<file path="config.mk">
export PLATFORM = sky130hd
export DESIGN_NAME = song_reader
export DESIGN_NICKNAME = d
export VERILOG_FILES = /design/src/rtl/song_reader_pkg.sv /design/src/rtl/song_reader.sv
export SDC_FILE = /design/constraint.sdc
export NUM_CORES = 1
export LEC_CHECK = 0
export BUFFER_PORTS_ARGS = -buffer_cell sky130_fd_sc_hd__buf_2
export CELL_PAD_IN_SITES_DETAIL_PLACEMENT = 1
export CELL_PAD_IN_SITES_GLOBAL_PLACEMENT = 2
export CORE_AREA = 2 2 63 65
export CTS_BUF_LIST = sky130_fd_sc_hd__clkbuf_8
export CTS_CLUSTER_SIZE = 14
export DETAILED_ROUTE_END_ITERATION = 10
export DIE_AREA = 0 0 65 67
export HOLD_SLACK_MARGIN = 0.12
export PLACE_DENSITY_LB_ADDON = 0.1
export REMOVE_ABC_BUFFERS = 1
export SLEW_MARGIN = 5
export SYNTH_ARGS = -nofsm -noshare
export SYNTH_HDL_FRONTEND = slang
export SYNTH_SLANG_ARGS = --single-unit
</file>
<file path="constraint.sdc">
create_clock -name clk -period 3.2 [get_ports clk]
set_clock_uncertainty 0.2 [all_clocks]
set_input_delay 0.96 -clock clk [delete_from_list [all_inputs] [get_ports clk]]
set_output_delay 0.96 -clock clk [all_outputs]
set_load 0.005 [all_outputs]
</file>
<file path="src/rtl/song_reader_pkg.sv">
// Shared definitions for the song reader: FSM states and ROM word field positions.
// Pure declarations; no logic, no latency, no flow control.
// Fields are addressed by bit position so the ROM format lives in one place.
package song_reader_pkg;

    typedef enum logic [2:0] {
        IDLE  = 3'd0,
        FETCH = 3'd1,
        LOAD  = 3'd2,
        PLAY  = 3'd3,
        DONE  = 3'd4
    } state_t;

    localparam int NOTE_MSB = 14;
    localparam int NOTE_LSB = 9;
    localparam int DUR_MSB  = 8;
    localparam int DUR_LSB  = 3;

    localparam int NOTE_W = NOTE_MSB - NOTE_LSB + 1;
    localparam int DUR_W  = DUR_MSB - DUR_LSB + 1;

endpackage

</file>
<file path="src/rtl/song_reader.sv">
// Steps through one song in a note ROM, holding each note for its duration in beats.
// Latency: play -> FETCH next cycle, note registered after LOAD (ROM read is 1 cycle).
// Backpressure: play low pauses PLAY in place; ROM is always ready, beats outside PLAY are dropped.
module song_reader
    import song_reader_pkg::*;
#(
    parameter int NOTE_IDX_W = 5,
    parameter int SONG_W     = 2
) (
    input  logic                         clk,
    input  logic                         reset_n,
    input  logic                         play,
    input  logic [SONG_W-1:0]            song,
    input  logic                         beat,
    output logic [NOTE_IDX_W+SONG_W-1:0] rom_addr,
    input  logic [15:0]                  rom_dout,
    output logic [NOTE_W-1:0]            note,
    output logic                         new_note,
    output logic                         playing,
    output logic                         song_done
);

    state_t                state_q, state_d;
    logic [SONG_W-1:0]     song_q, song_d;
    logic [NOTE_IDX_W-1:0] note_idx, note_idx_d;
    logic [DUR_W-1:0]      cnt_q, cnt_d;
    logic [NOTE_W-1:0]     note_q, note_d;

    logic [NOTE_W-1:0]     rom_note;
    logic [DUR_W-1:0]      rom_dur;
    logic                  rom_unused_bits;

    assign rom_note        = rom_dout[NOTE_MSB:NOTE_LSB];
    assign rom_dur         = rom_dout[DUR_MSB:DUR_LSB];
    assign rom_unused_bits = ^{rom_dout[15], rom_dout[DUR_LSB-1:0]};

    always_ff @(posedge clk or negedge reset_n) begin
        if (!reset_n) begin
            state_q  <= IDLE;
            song_q   <= '0;
            note_idx <= '0;
            cnt_q    <= '0;
            note_q   <= '0;
        end else begin
            state_q  <= state_d;
            song_q   <= song_d;
            note_idx <= note_idx_d;
            cnt_q    <= cnt_d;
            note_q   <= note_d;
        end
    end

    always_comb begin
        state_d    = state_q;
        song_d     = song_q;
        note_idx_d = note_idx;
        cnt_d      = cnt_q;
        note_d     = note_q;
        new_note   = 1'b0;

        case (state_q)
            IDLE: begin
                if (play) begin
                    song_d     = song;
                    note_idx_d = '0;
                    state_d    = FETCH;
                end
            end
            // Address is already stable; this cycle absorbs the registered ROM read.
            FETCH: state_d = LOAD;
            LOAD: begin
                if (rom_dur != '0) begin
                    note_d   = rom_note;
                    cnt_d    = rom_dur;
                    new_note = 1'b1;
                    state_d  = PLAY;
                end else begin
                    note_d  = '0;
                    cnt_d   = '0;
                    state_d = DONE;
                end
            end
            PLAY: begin
                if (beat && play) begin
                    cnt_d = cnt_q - 1'b1;
                    if (cnt_q == DUR_W'(1)) begin
                        // Last entry ends the song rather than spilling into the next song's range.
                        if (&note_idx) begin
                            note_d  = '0;
                            state_d = DONE;
                        end else begin
                            note_idx_d = note_idx + 1'b1;
                            state_d    = FETCH;
                        end
                    end
                end
            end
            DONE: begin
                note_d = '0;
                if (!play) state_d = IDLE;
            end
            default: state_d = IDLE;
        endcase
    end

    assign rom_addr  = {song_q, note_idx};
    assign note      = note_q;
    assign playing   = (state_q == PLAY) && play;
    assign song_done = (state_q == DONE);

endmodule

</file>
==> results.cfg <==
[floorplanning]
die_area_sq_um = 4360
std_cell_rows = 22
ios = 38
initial_core_util_pct = 33.3
design.core.area_sq_um = 3610
die_w_um = 65
dieHeight_um = 67

[critical_path]
r2r_cells = 7
critPathLaunchType = primary input
reg2reg_setup_slack_ps = 880
worst-path-buf-inv = 2
critical_path_required_ps = 2040
crit_type = primary input to primary output
endpoint_kind = primary output
max_stage_delay_ps = 320
cpMaxStageDelayCell = nor4_1
cp_top_family = simple AND/OR/NAND/NOR gates
cpMostUsedCell = buf_2
worstPathMaxFanout = 3
r2r_end = note_idx[3]
crit_arrival_ps = 1880
crit_chain = buf_2 -> nor4_1 -> nand2_1 -> and3_1 -> buf_2
r2r-start = note_idx[0]

[synth]
syn_area_sq_um = 1200
synth.top_cells.by_area = dfrtp_1, a22o_1, ha_1
yosys_warnings = 0
syn_avg_cell_area_sq_um = 10.2
dominantRegCellSynth = dfrtp_1
synth_cell_types = 35
yosys.area.top_type = dfrtp_1
yosysTopAreaCellShare_pct = 45.8
yosysSeqAreaShare_pct = 45.8
synth_edf_count = 0
syn-instance-count = 118
synthArstFlopShare_pct = 100
ys_seq_elements = 22

[sta]
worst_hold_slack_ps = 300
fin_crit_sh_pct = 95.0
tightest_slew_ps = 513
period_needed_ps = 3040
fin_ws_ps = 159
drv_slew = 0
setup_viol = 0
totalNegativeSetupSlack_ps = 0
slew_headroom_pct = 65.8
grt_setup_unrepaired = false
max_freq_mhz = 329
hold_viol = 0

[cells_and_area]
layout.nets = 181
layout-drive-gt1-share_pct = 31.2
stdcell_count = 202
area_delta_synth_final_pct = 24.0
n_antenna_cell = 0
final_cell_mix = buf_2, dfrtp_1, nand2_1, o21ai_0
layout_commonest_cell = buf_2
n_fill_cell = 429

[power]
p_comb_share_pct = 41.1
ir_worst_vdd_uv = 332
leakage_nw = 0.769
netSwitchingPower_uw = 465
power.internal_uw = 823
power_mw = 1.29
power.density_nw_per_um2 = 863
sw_frac_of_total_pct = 36.1
p_clk_share_pct = 20.3
seqPwrFrac_pct = 38.6

[clock_network]
cts_tree = done
cts_setup_buffers = 0
path_clk_slew_ps = 80
clkSinkCount = 22
cts_root_buf = clkbuf_8
clk_latency_ps = 260
hold_buffers = 0
clock_path_buffers = 2
cts_made_buffers = 3
htree_levels = 1
cts_resized = 0

[place]
port_buffers = 33
dp_hpwl_um = 2270
dp_cells = 198
dp_slack_ps = 141
place.gp.congestion = 0.750

[routing]
first_pass_iters = 4
via_per_inst = 5.15
drtIter0Drc = 50
routedWlPerCell_um = 14.6
ant_nets = 0
via_count = 1040
drt_wl_total_um = 2960
drc = 0

[hold_path]
hold_path.class = register to register
whs_endpoint = note[5]
hold_path_depth = 1
min_from = note[5]

[status]
outcome = finished, final reports clean

[grt]
grt.total_usage_pct = 14.8
grt_pass1_vias = 1010
antenna_found_initial = 0
grt_pass1_wl_um = 5000
grt-ovfl-total = 0
grt_max_degree = 23

[flow_run]
maxCapViolCount = 0
-- through the flow --
stage	area [sq um]	utilization, %
after floorplan	1170	-
after global placement	1420	39.4
after detailed placement	1420	39.4
after CTS	1490	41.4
after global routing	1490	41.4
final	1490	41.4
-- Yosys cell counts, drive strengths merged, types with 2 or more instances --
master  number
a31o         2
buf          2
mux2         4
inv          8
nor3         2
nand2b       2
nand3b       2
a22oi        2
o21ai        9
nand3        4
nor2         5
ha           4
dfrtp       22
a22o         8
a21o         3
and3         2
mux2i        3
a31oi        2
clkbuf       2
a21oi        6
nor3b        2
nand2        9
nand4        2
-- power groups by stage --
stage | combinational [mW] | clock, mW | sequential (mW)
3_5_place_dp | 0.538 | 0 | 0.503
2_1_floorplan | 0.344 | 0 | 0.491
3_3_place_gp | 0.523 | 0 | 0.499
6_report | 0.530 | 0.261 | 0.497
5_1_grt | 0.602 | 0.284 | 0.521
4_1_cts | 0.542 | 0.272 | 0.498
-- flip-flops by register name, summed over array words and instances (netlist names) --
name      count
state_q       3
cnt_q         6
note          6
note_idx      5
song_q        2
-- cell families after synthesis --
logic type                 Yosys count  share of synthesized area (%)
AOI/OAI and AO/OA                   35                           20.6
adders and majority gates            4                           4.16
buffers and inverters               12                           4.99
DFF                                 22                           45.8
muxes                                7                           6.24
and+or+nand+nor                     38                           18.2
-- worst max path at each step --
stage                to  slack, ps        start  cells after the start
2_1_floorplan  new_note        490  rom_dout[5]                      3
3_3_place_gp   new_note        180  rom_dout[5]                      5
3_5_place_dp   new_note        140  rom_dout[5]                      5
4_1_cts        new_note        140  rom_dout[5]                      5
5_1_grt        new_note         80  rom_dout[5]                      5
6_report       new_note        160  rom_dout[5]                      5
-- cell type report --
| class | instances | area, sq um | area share (%) |
|---|---|---|---|
| flip-flops and latches | 22 | 551 | 36.9 |
| clock buffers | 3 | 41.3 | 2.77 |
| inverters | 8 | 30.0 | 2.01 |
| clock inverters | 1 | 30.0 | 2.01 |
| multi-input cells | 84 | 592 | 39.7 |
| well taps | 48 | 60.1 | 4.03 |
| repair buffers | 36 | 188 | 12.6 |
-- layer usage --
metal	vias to the layer above	global-route usage, %	routed length (um)
li1	511	-	-
met1	511	21.2	1450
met2	18	23.6	1410
met3	0	2.20	95
met4	0	3.19	0
met5	-	0	0
Power figures use the tool's default switching activity.
